--- src/rtl/n101_sram_icb_arbt.sv ---
// n101_sram_icb_arbt: two-to-one ICB arbiter in front of the SRAM ICB controller.
// Commands are granted round-robin. An in-order FIFO of source IDs routes
// each response back to the port that issued the command.
module n101_sram_icb_arbt #(
  parameter int unsigned DW      = 32,
  parameter int unsigned MW      = 4,
  parameter int unsigned AW      = 32,
  parameter int unsigned USR_W   = 3,
  parameter int unsigned OUTS_DP = 2
) (
  input  logic             clk,
  input  logic             rst_n,

  input  logic             i0_icb_cmd_valid,
  output logic             i0_icb_cmd_ready,
  input  logic             i0_icb_cmd_read,
  input  logic [AW-1:0]    i0_icb_cmd_addr,
  input  logic [DW-1:0]    i0_icb_cmd_wdata,
  input  logic [MW-1:0]    i0_icb_cmd_wmask,
  input  logic [USR_W-1:0] i0_icb_cmd_usr,
  output logic             i0_icb_rsp_valid,
  input  logic             i0_icb_rsp_ready,
  output logic [DW-1:0]    i0_icb_rsp_rdata,
  output logic [USR_W-1:0] i0_icb_rsp_usr,

  input  logic             i1_icb_cmd_valid,
  output logic             i1_icb_cmd_ready,
  input  logic             i1_icb_cmd_read,
  input  logic [AW-1:0]    i1_icb_cmd_addr,
  input  logic [DW-1:0]    i1_icb_cmd_wdata,
  input  logic [MW-1:0]    i1_icb_cmd_wmask,
  input  logic [USR_W-1:0] i1_icb_cmd_usr,
  output logic             i1_icb_rsp_valid,
  input  logic             i1_icb_rsp_ready,
  output logic [DW-1:0]    i1_icb_rsp_rdata,
  output logic [USR_W-1:0] i1_icb_rsp_usr,

  output logic             o_icb_cmd_valid,
  input  logic             o_icb_cmd_ready,
  output logic             o_icb_cmd_read,
  output logic [AW-1:0]    o_icb_cmd_addr,
  output logic [DW-1:0]    o_icb_cmd_wdata,
  output logic [MW-1:0]    o_icb_cmd_wmask,
  output logic [USR_W-1:0] o_icb_cmd_usr,
  input  logic             o_icb_rsp_valid,
  output logic             o_icb_rsp_ready,
  input  logic [DW-1:0]    o_icb_rsp_rdata,
  input  logic [USR_W-1:0] o_icb_rsp_usr,

  output logic             arbt_active
);

  localparam int unsigned PTR_W  = (OUTS_DP > 1) ? $clog2(OUTS_DP) : 1;
  localparam int unsigned CNT_W  = $clog2(OUTS_DP + 1);
  localparam int unsigned FIFO_N = 1 << PTR_W;

  // State: priority pointer, source-ID FIFO, pointers and occupancy
  logic              r_rr_ptr;
  logic [FIFO_N-1:0] r_fifo;
  logic [PTR_W-1:0]  r_wptr;
  logic [PTR_W-1:0]  r_rptr;
  logic [CNT_W-1:0]  r_outs_cnt;

  logic             w_full;
  logic             w_empty;
  logic             w_gnt0;
  logic             w_gnt1;
  logic             w_push;
  logic             w_pop;
  logic             w_head;
  logic [PTR_W-1:0] w_wptr_nxt;
  logic [PTR_W-1:0] w_rptr_nxt;

  assign w_full  = (r_outs_cnt == CNT_W'(OUTS_DP));
  assign w_empty = (r_outs_cnt == CNT_W'(0));
  assign w_head  = r_fifo[r_rptr];

  // Round-robin grant; a sole requester wins regardless of priority, none when full
  always_comb begin
    w_gnt0 = 1'b0;
    w_gnt1 = 1'b0;
    if (!w_full) begin
      w_gnt0 = i0_icb_cmd_valid & (~i1_icb_cmd_valid | ~r_rr_ptr);
      w_gnt1 = i1_icb_cmd_valid & (~i0_icb_cmd_valid |  r_rr_ptr);
    end
  end

  // Shared command channel: fields follow the grant, port 0 by default
  always_comb begin
    o_icb_cmd_valid  = (i0_icb_cmd_valid | i1_icb_cmd_valid) & ~w_full;
    o_icb_cmd_read   = w_gnt1 ? i1_icb_cmd_read  : i0_icb_cmd_read;
    o_icb_cmd_addr   = w_gnt1 ? i1_icb_cmd_addr  : i0_icb_cmd_addr;
    o_icb_cmd_wdata  = w_gnt1 ? i1_icb_cmd_wdata : i0_icb_cmd_wdata;
    o_icb_cmd_wmask  = w_gnt1 ? i1_icb_cmd_wmask : i0_icb_cmd_wmask;
    o_icb_cmd_usr    = w_gnt1 ? i1_icb_cmd_usr   : i0_icb_cmd_usr;
    i0_icb_cmd_ready = w_gnt0 & o_icb_cmd_ready;
    i1_icb_cmd_ready = w_gnt1 & o_icb_cmd_ready;
  end

  // Response routing by FIFO head; a response with nothing outstanding is dropped
  always_comb begin
    i0_icb_rsp_valid = o_icb_rsp_valid & ~w_empty & ~w_head;
    i1_icb_rsp_valid = o_icb_rsp_valid & ~w_empty &  w_head;
    o_icb_rsp_ready  = ~w_empty & (w_head ? i1_icb_rsp_ready : i0_icb_rsp_ready);
    i0_icb_rsp_rdata = o_icb_rsp_rdata;
    i1_icb_rsp_rdata = o_icb_rsp_rdata;
    i0_icb_rsp_usr   = o_icb_rsp_usr;
    i1_icb_rsp_usr   = o_icb_rsp_usr;
  end

  assign arbt_active = i0_icb_cmd_valid | i1_icb_cmd_valid | o_icb_rsp_valid | ~w_empty;

  assign w_push = o_icb_cmd_valid & o_icb_cmd_ready;
  assign w_pop  = o_icb_rsp_valid & o_icb_rsp_ready;

  // Pointers wrap modulo the FIFO depth, which need not be a power of two
  assign w_wptr_nxt = (r_wptr == PTR_W'(OUTS_DP - 1)) ? '0 : r_wptr + PTR_W'(1);
  assign w_rptr_nxt = (r_rptr == PTR_W'(OUTS_DP - 1)) ? '0 : r_rptr + PTR_W'(1);

  // FIFO, occupancy and priority update on handshakes
  always_ff @(posedge clk or negedge rst_n) begin
    if (!rst_n) begin
      r_rr_ptr   <= 1'b0;
      r_fifo     <= '0;
      r_wptr     <= '0;
      r_rptr     <= '0;
      r_outs_cnt <= '0;
    end else begin
      if (w_push) begin
        r_fifo[r_wptr] <= w_gnt1;
        r_wptr         <= w_wptr_nxt;
        r_rr_ptr       <= ~w_gnt1;
      end
      if (w_pop) begin
        r_rptr <= w_rptr_nxt;
      end
      if (w_push && !w_pop) begin
        r_outs_cnt <= r_outs_cnt + CNT_W'(1);
      end else if (w_pop && !w_push) begin
        r_outs_cnt <= r_outs_cnt - CNT_W'(1);
      end
    end
  end

endmodule

--- config.mk ---
export PLATFORM = sky130hd
export DESIGN_NAME = n101_sram_icb_arbt
export DESIGN_NICKNAME = d
export VERILOG_FILES = /design/src/rtl/n101_sram_icb_arbt.sv
export SDC_FILE = /design/constraint.sdc
export NUM_CORES = 1
export LEC_CHECK = 0
export ABC_AREA = 1
export CORE_AREA = 2 2 130 132
export DETAILED_ROUTE_END_ITERATION = 16
export DIE_AREA = 0 0 132 134
export GPL_TIMING_DRIVEN = 0
export PLACE_DENSITY_LB_ADDON = 0.08
export SYNTH_ARGS = -nofsm -noshare
export SYNTH_HDL_FRONTEND = slang
export SYNTH_SLANG_ARGS = --single-unit
--- constraint.sdc ---
create_clock -name clk -period 1.8 [get_ports clk]
set_input_delay 0.54 -clock clk [delete_from_list [all_inputs] [get_ports clk]]
set_output_delay 0.54 -clock clk [all_outputs]
set_load 0.03 [all_outputs]
==> results of run 1 <==
## worst register-to-register path: cells and delay by family, from the launching register on
family                     cells  cell delay [ns]
and+or+nand+nor                6             0.45
DFF                            1             0.40
adders and majority gates      1             0.21
buffers and inverters          3             0.34
xor gates and xnor gates       1             0.14
## where the power goes
group / switching (W) / total (W) / internal (W)
Sequential: 0.0000646 / 0.000304 / 0.000239
Combinational: 0.00303 / 0.00560 / 0.00257
Clock: 0.0000830 / 0.000378 / 0.000295
Total: 0.00318 / 0.00628 / 0.00311
## area by class of cell
class,instances,area share (%)
repair buffers,322,54.2
multi-input cells,256,23.1
plain buffers,85,12.6
well taps,220,4.64
flip-flops and latches,7,2.95
clock buffers,4,1.33
inverters,13,1.03
repair inverters,1,0.274
## layer usage
metal	vias up	global-route usage, %
met2	190	23.6
met3	6	3.17
met1	1402	11.8
met4	0	1.45
li1	1664	-
met5	-	0
## metrics by stage
stage	instances	setup WS, ns	hold WS, ns	cell area (sq um)	TNS (ns)
finish	908	-0.232	0.495	5930	-14.60
global route	908	-0.297	0.524	5930	-20.25
detailed placement	881	-1.26	0.491	5150	-94.40
CTS	904	-0.252	0.498	5630	-16.83
floorplan	361	0.0158	0.244	1880	0
global placement	881	-1.23	0.477	5150	-91.89
## path summary, 6_finish.rpt
kind | endpoint | slack, ns
min in group asynchronous | r_outs_cnt[0]$_DFFE_PN0P_ | 0.58
worst min-delay path | r_wptr$_DFFE_PN0P_ | 0.49
worst max-delay path | o_icb_cmd_addr[11] | -0.23
worst max register to register | r_outs_cnt[1]$_DFFE_PN0P_ | 0.15
worst min register to register | r_wptr$_DFFE_PN0P_ | 0.49
max in group asynchronous | r_rptr$_DFFE_PN0P_ | 0.97
## Yosys cell counts
library cell	instances
sky130_fd_sc_hd__a21oi_1	3
sky130_fd_sc_hd__buf_2	7
sky130_fd_sc_hd__buf_4	72
sky130_fd_sc_hd__buf_6	5
sky130_fd_sc_hd__clkbuf_1	1
sky130_fd_sc_hd__clkinv_2	1
sky130_fd_sc_hd__dfrtp_1	7
sky130_fd_sc_hd__ha_1	1
sky130_fd_sc_hd__inv_1	11
sky130_fd_sc_hd__inv_2	1
sky130_fd_sc_hd__nand2_1	231
sky130_fd_sc_hd__nand2_2	1
sky130_fd_sc_hd__nand3_1	4
sky130_fd_sc_hd__nand3_2	1
sky130_fd_sc_hd__nand4_1	3
sky130_fd_sc_hd__nor2_1	8
sky130_fd_sc_hd__o21ai_0	2
sky130_fd_sc_hd__xnor2_1	2
## logic make-up after synthesis
| group | after synthesis |
|---|---|
| compound gates | 5 |
| xor+xnor | 2 |
| fa+ha+maj | 1 |
| buf+inv | 98 |
| flops | 7 |
| simple gates | 248 |
## cell usage in the layout (no fill, tap or decap), types with 4 or more instances in the layout
cell | Yosys | final
sky130_fd_sc_hd__nand2_1 | 231 | 175
sky130_fd_sc_hd__clkdlybuf4s50_1 | 0 | 145
sky130_fd_sc_hd__buf_4 | 72 | 94
sky130_fd_sc_hd__buf_6 | 5 | 76
sky130_fd_sc_hd__dlygate4sd2_1 | 0 | 73
sky130_fd_sc_hd__nand2_2 | 1 | 33
sky130_fd_sc_hd__nand2_4 | 0 | 24
sky130_fd_sc_hd__buf_8 | 0 | 10
sky130_fd_sc_hd__inv_1 | 11 | 7
sky130_fd_sc_hd__dfrtp_1 | 7 | 7
sky130_fd_sc_hd__inv_2 | 1 | 5
sky130_fd_sc_hd__nor2_4 | 0 | 5
sky130_fd_sc_hd__clkbuf_16 | 0 | 4
## flip-flops by register name (all words and copies together) (netlist names)
name,flops
r_fifo,2
r_outs_cnt,2
r_rptr,1
r_rr_ptr,1
r_wptr,1
## timing repair
action | in CTS | in global routing
pin swaps | 23 | 28
buffers inserted | 15 | 6
cloned | 4 | 1
resized for setup | 699 | 74
endpoints found under the setup margin | 151 | 80
==> flow_metrics.py, run 1 <==
metrics = {
    "status": {
        "outcome": "finished, violations left",
        "violations_in_the_final_reports": "negative setup slack",
    },
    "pwr": {
        "power_leakage_nw": 3.10,
        "power_density_nw_per_um2": 1060,
        "tot_pwr_w": 0.00628,
        "irDropWorstVdd_mv": 0.505,
    },
    "cells_and_area": {
        "footprint_of_the_multi_input_gates_sq_um": 1370,
        "diodes": 0,
        "nNetsFinal": 877,
        "layout.area.seq_sq_um": 175,
        "layout-area-overhead-vs-synth_pct": 217,
        "final_core_util_pct": 36.4,
        "drive_above_1_share_pct": 39.1,
        "fillerInstances": 1751,
    },
    "sta": {
        "max-slew-margin-rel_pct": 77.3,
        "period_needed_ns": 2.03,
        "report.final.slew_viol_count": 0,
        "max_clock_freq_mhz": 492,
        "layout_worst_path_cycle_share_pct": 113,
        "skew_ns": 0.000245,
        "hold_viol": 0,
        "rsz0062_at_grt": "true",
        "setup_slack_ns": -0.232,
        "setup_viol_count_final": 77,
        "worst_pin_slew_ns": 0.340,
    },
    "clock_network": {
        "clockBufferDepth": 2,
        "clock_latency_ns": 0.23,
        "ctsRootBufferMaster": "sky130_fd_sc_hd__clkbuf_16",
        "clkSinkCount": 7,
        "tritoncts_clock_tree": "yes",
        "cts.reportedPaths.clkPinSlew_ns": 0.04,
        "hold_buffers": 0,
        "cts_buf_count": 3,
        "ctsHtreeMaxLevel": 1,
    },
    "worst_setup_path": {
        "critical_path_capture_point_type": "output pin",
        "worst-path-max-fanout": 5,
        "timing.critical_path.buf_inv": 5,
        "crit_path_top_delay_cell": "sky130_fd_sc_hd__dfrtp_1",
        "path_depth_of_the_worst_reg2reg_path": 11,
        "critPathArrivalTime_ns": 1.49,
        "worst_path_dominant_cell_family": "buffers and inverters",
        "crit_start_category": "flip-flop",
        "critical_path_depth": 9,
        "crit_path_cell_trace": "inv_2, nand2_4, nand3_4, buf_6, clkinv_8, clkbuf_16, nand2_4, nand2_2, buf_6",
        "required_ns": 1.26,
        "crit_start": "r_outs_cnt[0]$_DFFE_PN0P_",
        "criticalPathCategory": "flip-flop to output pin",
        "worst_r2r_startpoint": "r_rptr$_DFFE_PN0P_",
        "slowest_stage_delay_on_critical_path_ns": 0.37,
    },
    "drt": {
        "wl_met3_mm": 1.06,
        "postRouteAntennaNets": 0,
        "wl_met1_mm": 3.88,
        "dr.pass1.iters": 4,
        "dr.max_layer_used": "met4",
        "detail_routed_via_count_per_cell": 3.59,
        "wl_mm": 11.4,
        "number_of_vias_after_detailed_routing": 3262,
        "wl_per_cell_um": 12.5,
        "detailed_route_iter0_violations": 40,
        "met2_length_mm": 6.35,
        "drc_errors": 0,
    },
    "yosys": {
        "ys_top_cells_by_area": "sky130_fd_sc_hd__nand2_1 46%, sky130_fd_sc_hd__buf_4 29%, sky130_fd_sc_hd__dfrtp_1 9.4%, sky130_fd_sc_hd__buf_6 3.0%, sky130_fd_sc_hd__inv_1 2.2%",
        "mappedNetlistArea_sq_um": 1870,
        "synth.yosys.warnings": 0,
        "post_synth_num_cell_types": 18,
        "ys_seq_elements": 7,
        "synth.area.mux_share_pct": 0,
        "synth_xor_xnor_area_share_pct": 0.938,
        "synth_area_in_adders_pct": 0.670,
        "synth_simple_gate_area_share_pct": 51.0,
        "synthDominantAreaCellType": "sky130_fd_sc_hd__nand2_1",
        "synth_sequential_area_ratio_pct": 9.38,
        "postSynthNetCount": 549,
        "post_synth_inst_count": 361,
        "synth_top_family_by_area": "simple AND/OR/NAND/NOR gates",
        "synthesis.area_per_instance_sq_um": 5.17,
        "synth_top_cell_area_share_pct": 46.4,
        "synth-compound-area-share_pct": 1.34,
    },
    "worst_hold_path": {
        "hold_path.class": "flip-flop to flip-flop",
        "min_from": "r_wptr$_DFFE_PN0P_",
        "worst_hold_path.num_cells": 2,
    },
    "placement": {
        "placement.io_buffers": 300,
        "dp_hpwl_mm": 9.29,
        "rd_place_congestion": 0.776,
    },
    "run": {
        "max-cap-violations": 0,
    },
    "global_route": {
        "grt_max_degree": 11,
        "grt_use_total_pct": 11.5,
        "grt_pass1_vias": 3112,
        "grt_first_pass_wirelength_mm": 16.6,
        "globalRoute.totalOverflow": 0,
        "grt_antenna_before_repair": 0,
    },
    "floorplan": {
        "coreArea_sq_um": 16300,
        "die_y_um": 134,
        "std_cell_rows": 47,
        "num_io_pins": 336,
        "die-area_sq_um": 17700,
        "start_util_pct": 11.5,
        "die_w_um": 132,
    },
}
(Power assumes the default switching activity.)
==> inputs of run 2 (changes only) <==
GPL_TIMING_DRIVEN = not set   (was 0)
REMOVE_ABC_BUFFERS = 1   (was not set)
==> run 2 against run 1 <==
  * Largest cell class unchanged
  * Critical path type is now input pin to output pin
  * Flip-flop and latch count did not move
  * Design area shrank 10%
  * Non-clock buffer count is 132 lower
  * Via count shrank 9.7%
  * The flow still finishes with violations (negative setup slack)
  * Clock power rose by 2%
  * Utilization shrank 3.6 points
  * Global-route usage up 3.7 points
  * Register-to-register slack lost 0.10 ns
==> flow_metrics.py, run 2 (synthesis results as in run 1) <==
metrics = {
    "status": {
        "outcome": "finished, violations left",
        "violations_in_the_final_reports": "negative setup slack",
    },
    "sta": {
        "setup_viol_count_final": 75,
        "hold-worst-slack_ns": 0.496,
        "skew_ns": 0.00196,
        "rsz0062_at_grt": "true",
        "layout_worst_path_cycle_share_pct": 120,
        "report.final.slew_viol_count": 0,
        "hold_viol": 0,
        "worst_pin_slew_ns": 0.347,
        "setup-tns-final_ns": -20.94,
        "period_needed_ns": 2.15,
        "setup_slack_ns": -0.354,
        "max_clock_freq_mhz": 464,
        "max-slew-margin-rel_pct": 76.8,
    },
    "pwr": {
        "power_leakage_nw": 2.54,
        "p_switching_w": 0.00331,
        "sw_frac_of_total_pct": 48.5,
        "irDropWorstVdd_mv": 0.550,
        "cellInternalPower_w": 0.00352,
        "clock_power_share_pct": 5.6,
        "power_density_nw_per_um2": 1280,
        "power_frac_comb_pct": 90.0,
        "power.sequential.fraction_pct": 4.4,
    },
    "run": {
        "max-cap-violations": 0,
    },
    "worst_setup_path": {
        "worstSetupEndpoint": "o_icb_cmd_wdata[25]",
        "worst_path_dominant_cell_family": "buffers and inverters",
        "worst-r2r-setup-slack_ns": 0.05,
        "worstReg2RegEnd": "r_outs_cnt[1]$_DFFE_PN0P_",
        "crit_start_category": "input pin",
        "critical_path_capture_point_type": "output pin",
        "timing.critical_path.buf_inv": 6,
        "criticalPathCategory": "input pin to output pin",
        "slowest_stage_delay_on_critical_path_ns": 0.16,
        "required_ns": 1.26,
        "worst-path-max-fanout": 5,
        "worst_r2r_startpoint": "r_outs_cnt[1]$_DFFE_PN0P_",
        "crit_start": "i0_icb_cmd_valid",
        "crit_path_top_delay_cell": "sky130_fd_sc_hd__buf_12",
        "crit_path_cell_trace": "buf_2, nand2_2, nand3_4, buf_12, inv_12, buf_12, clkbuf_16, nand2_2, nand2_2, buf_6",
        "crit_path_frequent_cell": "sky130_fd_sc_hd__nand2_2",
        "path_depth_of_the_worst_reg2reg_path": 10,
        "critical_path_depth": 10,
        "critPathArrivalTime_ns": 1.61,
    },
    "global_route": {
        "grt_pass1_vias": 3052,
        "grt_use_total_pct": 15.2,
        "globalRoute.totalOverflow": 0,
        "grt_first_pass_wirelength_mm": 20.0,
        "grt_max_degree": 18,
        "grt_antenna_before_repair": 0,
    },
    "placement": {
        "dpl_cell_area_sq_um": 4060,
        "dp_hpwl_mm": 10.9,
        "placement.io_buffers": 230,
        "place_worst_setup_slack_ns": -0.669,
        "rd_place_congestion": 0.778,
    },
    "clock_network": {
        "clock_latency_ns": 0.23,
        "cts_buf_count": 3,
        "clockBufferDepth": 2,
        "clkSinkCount": 7,
        "cts.reportedPaths.clkPinSlew_ns": 0.04,
        "ctsHtreeMaxLevel": 1,
        "ctsRootBufferMaster": "sky130_fd_sc_hd__clkbuf_16",
        "tritoncts_clock_tree": "yes",
    },
    "cells_and_area": {
        "reg_top3": "r_fifo (2), r_outs_cnt (2)",
        "fillerInstances": 1768,
        "layout-area-overhead-vs-synth_pct": 186,
        "final_core_util_pct": 32.8,
        "diodes": 0,
        "stdcell_area_sq_um": 5340,
        "nNetsFinal": 744,
        "layout_commonest_cell": "sky130_fd_sc_hd__clkdlybuf4s50_1",
        "drive_above_1_share_pct": 47.7,
        "mostFrequentLayoutCells": "145 x sky130_fd_sc_hd__clkdlybuf4s50_1, 116 x sky130_fd_sc_hd__nand2_1, 81 x sky130_fd_sc_hd__nand2_2, 67 x sky130_fd_sc_hd__buf_6, 35 x sky130_fd_sc_hd__nand2_4",
    },
    "drt": {
        "number_of_vias_after_detailed_routing": 2944,
        "postRouteAntennaNets": 0,
        "detail_routed_via_count_per_cell": 3.80,
        "dr.pass1.iters": 4,
        "wl_per_cell_um": 18.4,
        "drc_errors": 0,
        "wl_mm": 14.3,
        "detailed_route_iter0_violations": 37,
    },
    "floorplan": {
        "num_io_pins": 336,
        "start_util_pct": 11.5,
        "die_w_um": 132,
        "coreArea_sq_um": 16300,
        "die_y_um": 134,
        "std_cell_rows": 47,
        "die-area_sq_um": 17700,
    },
    "worst_hold_path": {
        "min_from": "r_wptr$_DFFE_PN0P_",
        "hold_path.class": "flip-flop to flip-flop",
    },
}
run 2: power groups by stage:
stage	logic, W	clock network (W)	registers (W)
2_1_floorplan	0.00212	0	0.000286
3_3_place_gp	0.00446	0	0.000285
3_5_place_dp	0.00444	0	0.000286
4_1_cts	0.00582	0.000392	0.000292
5_1_grt	0.00653	0.000404	0.000307
6_report	0.00615	0.000384	0.000299
run 2: worst reg2reg max path, cell delays in order, from the launching register on:
cell and delay (ns):
sky130_fd_sc_hd__dfrtp_1 0.40, sky130_fd_sc_hd__buf_4 0.17, sky130_fd_sc_hd__nor2_4 0.17, sky130_fd_sc_hd__nor2_4 0.06
sky130_fd_sc_hd__buf_4 0.12, sky130_fd_sc_hd__buf_4 0.13, sky130_fd_sc_hd__nand3_2 0.10, sky130_fd_sc_hd__ha_4 0.21
sky130_fd_sc_hd__nor2_1 0.10, sky130_fd_sc_hd__nand2_1 0.07, sky130_fd_sc_hd__xnor2_1 0.12
run 2: how the worst min path moves through the flow:
stage / end / slack, ns / cells after the start
global route: r_wptr$_DFFE_PN0P_ / 0.53 / 2
detailed placement: r_fifo[1]$_DFFE_PN0P_ / 0.48 / 2
finish: r_wptr$_DFFE_PN0P_ / 0.50 / 2
floorplan: r_fifo[0]$_DFFE_PN0P_ / 0.24 / 0
global placement: r_fifo[1]$_DFFE_PN0P_ / 0.48 / 2
CTS: r_wptr$_DFFE_PN0P_ / 0.50 / 2
run 2: layout make-up:
type / count / area (sq um) / share of cell area [%]
inverters: 13 / 61.3 / 1.15
repair buffers: 275 / 3190 / 59.8
multi-input cells: 256 / 1560 / 29.2
clock buffers: 4 / 78.8 / 1.48
flip-flops and latches: 7 / 175 / 3.28
well taps: 220 / 275 / 5.16
run 2: through the flow:
step / std cells / total power [W]
floorplan: 276 / 0.00241
global placement: 749 / 0.00474
detailed placement: 749 / 0.00473
CTS: 770 / 0.00651
global route: 775 / 0.00724
finish: 775 / 0.00683
run 2: metal layers:
metal / part of all wire (%) / track usage [%] / vias to the layer above / wire length, um
met3: 17 / 12.5 / 9 / 2370
met2: 45 / 23.8 / 224 / 6440
met4: 0.29 / 0.845 / 4 / 41
met5: 0.93 / 7.78 / - / 132
met1: 37 / 16.1 / 1308 / 5280
li1: - / - / 1399 / -
run 2: what timing repair did:
action                                  CTS  global route
endpoints found under the setup margin   82            80
hold buffers                              0             0
gates cloned                              8             4
setup buffers                            10             4
endpoints found under the hold margin     0             0
gates resized for setup                 177            88
pin swaps                                16            33
==> inputs of run 3 (changes only) <==
CORE_AREA = 2 2 129 131   (was 2 2 130 132)
DIE_AREA = 0 0 131 133   (was 0 0 132 134)
clock period = 1.75 ns   (was 1.8 ns; I/O delays follow)
==> run 3 against run 2 <==
  * The flow still finishes with violations (negative setup slack)
  * Largest cell class unchanged
  * Non-clock buffer count grew 10
  * Critical path depth is the same
  * Clock-buffer cell count fell by 1
  * Flip-flop and latch count did not move
  * Largest power group unchanged
  * First-iteration DRC count is 78% higher
  * Via count is 0.41% higher
  * Cell count rose by 1.3%
  * Sequential power up 4%
  * Design area grew 8.2%
==> flow_metrics.py, run 3 (synthesis results as in run 1) <==
metrics = {
    "floorplan": {
        "start_util_pct": 11.6,
        "die_y_um": 133,
        "coreArea_sq_um": 16200,
        "die-area_sq_um": 17400,
        "num_io_pins": 336,
        "die_w_um": 131,
        "std_cell_rows": 47,
    },
    "global_route": {
        "grt_use_total_pct": 15.9,
        "globalRoute.totalOverflow": 0,
        "grt_pass1_vias": 3053,
        "grt_antenna_before_repair": 0,
        "grt_max_degree": 19,
        "grt_first_pass_wirelength_mm": 20.0,
    },
    "worst_hold_path": {
        "hold_path.class": "flip-flop to flip-flop",
        "min_from": "r_wptr$_DFFE_PN0P_",
        "worst_hold_path.num_cells": 2,
        "hold_path_end": "r_wptr$_DFFE_PN0P_",
    },
    "drt": {
        "wl_mm": 15.0,
        "detailed_route_iter0_violations": 66,
        "dr.pass1.iters": 4,
        "detail_routed_via_count_per_cell": 3.77,
        "number_of_vias_after_detailed_routing": 2956,
        "drc_errors": 0,
        "postRouteAntennaNets": 0,
        "wl_per_cell_um": 19.1,
    },
    "pwr": {
        "sw_frac_of_total_pct": 47.3,
        "irDropWorstVdd_mv": 0.486,
        "clock_power_share_pct": 5.1,
        "cellInternalPower_w": 0.00408,
        "power_density_nw_per_um2": 1340,
        "power_leakage_nw": 2.75,
        "power_frac_comb_pct": 90.9,
        "p_switching_w": 0.00365,
        "power.sequential.fraction_pct": 4.0,
    },
    "sta": {
        "max_clock_freq_mhz": 460,
        "period_needed_ns": 2.17,
        "report.final.slew_viol_count": 0,
        "setup_viol_count_final": 78,
        "skew_ns": 0.00250,
        "worst_pin_slew_ns": 0.346,
        "layout_worst_path_cycle_share_pct": 124,
        "rsz0062_at_grt": "true",
        "hold_viol": 0,
        "max-slew-margin-rel_pct": 76.8,
        "setup_slack_ns": -0.422,
        "setup-tns-final_ns": -25.92,
    },
    "placement": {
        "dpl_cell_area_sq_um": 4180,
        "dp_hpwl_mm": 10.4,
        "place_worst_setup_slack_ns": -0.666,
        "rd_place_congestion": 0.805,
        "placed_cells_incl_taps": 746,
        "placement.io_buffers": 230,
    },
    "clock_network": {
        "clockBufferDepth": 2,
        "hold_buffers": 0,
        "tritoncts_clock_tree": "yes",
        "cts_buf_count": 3,
        "cts.reportedPaths.clkPinSlew_ns": 0.04,
        "clock_latency_ns": 0.23,
        "ctsHtreeMaxLevel": 1,
        "clkSinkCount": 7,
        "ctsRootBufferMaster": "sky130_fd_sc_hd__clkbuf_16",
    },
    "worst_setup_path": {
        "worst-path-max-fanout": 4,
        "slowest_stage_delay_on_critical_path_ns": 0.39,
        "critical_path_capture_point_type": "output pin",
        "critPathArrivalTime_ns": 1.65,
        "crit_path_top_delay_cell": "sky130_fd_sc_hd__dfrtp_1",
        "crit_start_category": "flip-flop",
        "worstReg2RegEnd": "r_outs_cnt[1]$_DFFE_PN0P_",
        "criticalPathCategory": "flip-flop to output pin",
        "path_depth_of_the_worst_reg2reg_path": 12,
        "worst_r2r_startpoint": "r_outs_cnt[1]$_DFFE_PN0P_",
        "required_ns": 1.22,
        "crit_path_cell_trace": "inv_2, nand2_4, nand3_4, clkinv_8, buf_12, buf_12, clkbuf_16, nand2_2, nand2_2, buf_6",
        "worst-r2r-setup-slack_ns": -0.09,
    },
    "cells_and_area": {
        "finish.cell_count_without_fillers": 785,
        "footprint_of_the_multi_input_gates_sq_um": 1690,
        "diodes": 0,
        "final_core_util_pct": 35.7,
        "layout_commonest_cell": "sky130_fd_sc_hd__clkdlybuf4s50_1",
        "layout.area.seq_sq_um": 175,
        "drive_above_1_share_pct": 53.1,
        "mostFrequentLayoutCells": "145 x sky130_fd_sc_hd__clkdlybuf4s50_1, 92 x sky130_fd_sc_hd__nand2_2, 89 x sky130_fd_sc_hd__nand2_1, 52 x sky130_fd_sc_hd__buf_6, 51 x sky130_fd_sc_hd__nand2_4",
        "fillerInstances": 1647,
        "stdcell_area_sq_um": 5770,
        "reg_top3": "r_fifo (2), r_outs_cnt (2)",
        "nNetsFinal": 754,
        "layout-area-overhead-vs-synth_pct": 209,
    },
    "status": {
        "violations_in_the_final_reports": "negative setup slack",
        "outcome": "finished, violations left",
    },
    "run": {
        "max-cap-violations": 0,
    },
}
## run 3: power groups by stage
stage	logic, W	clock network (W)	registers, W
2_1_floorplan	0.00218	0	0.000294
3_3_place_gp	0.00469	0	0.000301
3_5_place_dp	0.00470	0	0.000301
4_1_cts	0.00659	0.000404	0.000310
5_1_grt	0.00741	0.000412	0.000318
6_report	0.00703	0.000393	0.000311
## run 3: worst max-delay path, delay by kind of cell, from the launching register on
| kind | cells | cell delay, ns |
|---|---|---|
| buffers and inverters | 6 | 0.71 |
| flip-flops | 1 | 0.39 |
| AND/OR/NAND/NOR | 4 | 0.30 |
## run 3: per-layer routing
metal / track usage [%] / wire, um / part of all wire (%) / vias to the layer above
met5: 4.12 / 81 / 0.54 / -
met4: 1.06 / 17 / 0.11 / 2
met3: 13.3 / 2680 / 18 / 4
met2: 24.3 / 6780 / 45 / 197
met1: 17.4 / 5430 / 36 / 1336
li1: - / - / - / 1417
## run 3: how the worst max path moves through the flow
| stage | start | end | slack (ns) | cells after the start |
|---|---|---|---|---|
| floorplan | i0_icb_cmd_valid | i0_icb_cmd_ready | -1.49 | 4 |
| global placement | i0_icb_cmd_valid | i0_icb_cmd_ready | -0.67 | 7 |
| detailed placement | i1_icb_cmd_valid | o_icb_cmd_addr[14] | -0.67 | 7 |
| CTS | r_outs_cnt[0]$_DFFE_PN0P_ | o_icb_cmd_wdata[21] | -0.41 | 9 |
| global route | r_outs_cnt[0]$_DFFE_PN0P_ | o_icb_cmd_wdata[29] | -0.48 | 10 |
| finish | r_outs_cnt[0]$_DFFE_PN0P_ | o_icb_cmd_wdata[29] | -0.42 | 10 |
## run 3: layout make-up
class | count | area share [%]
clock buffer | 3 | 1.30
clock inverter | 1 | 0.0867
inverter | 13 | 1.11
multi-input combinational | 256 | 29.3
sequential | 7 | 3.03
tap | 220 | 4.77
timing repair buffer | 285 | 60.4
## run 3: repair_timing
| action | 4_1_cts | 5_1_grt |
|---|---|---|
| pin swaps | 20 | 34 |
| gates cloned | 12 | 5 |
| setup buffers | 14 | 8 |
| gates resized for setup | 200 | 106 |
| endpoints found under the setup margin | 81 | 81 |
## run 3: stage by stage
step	hold slack (ns)	power, W
final	0.500	0.00773
after global routing	0.521	0.00814
after CTS	0.505	0.00730
after detailed placement	0.484	0.00500
after global placement	0.482	0.00499
after floorplan	0.229	0.00248
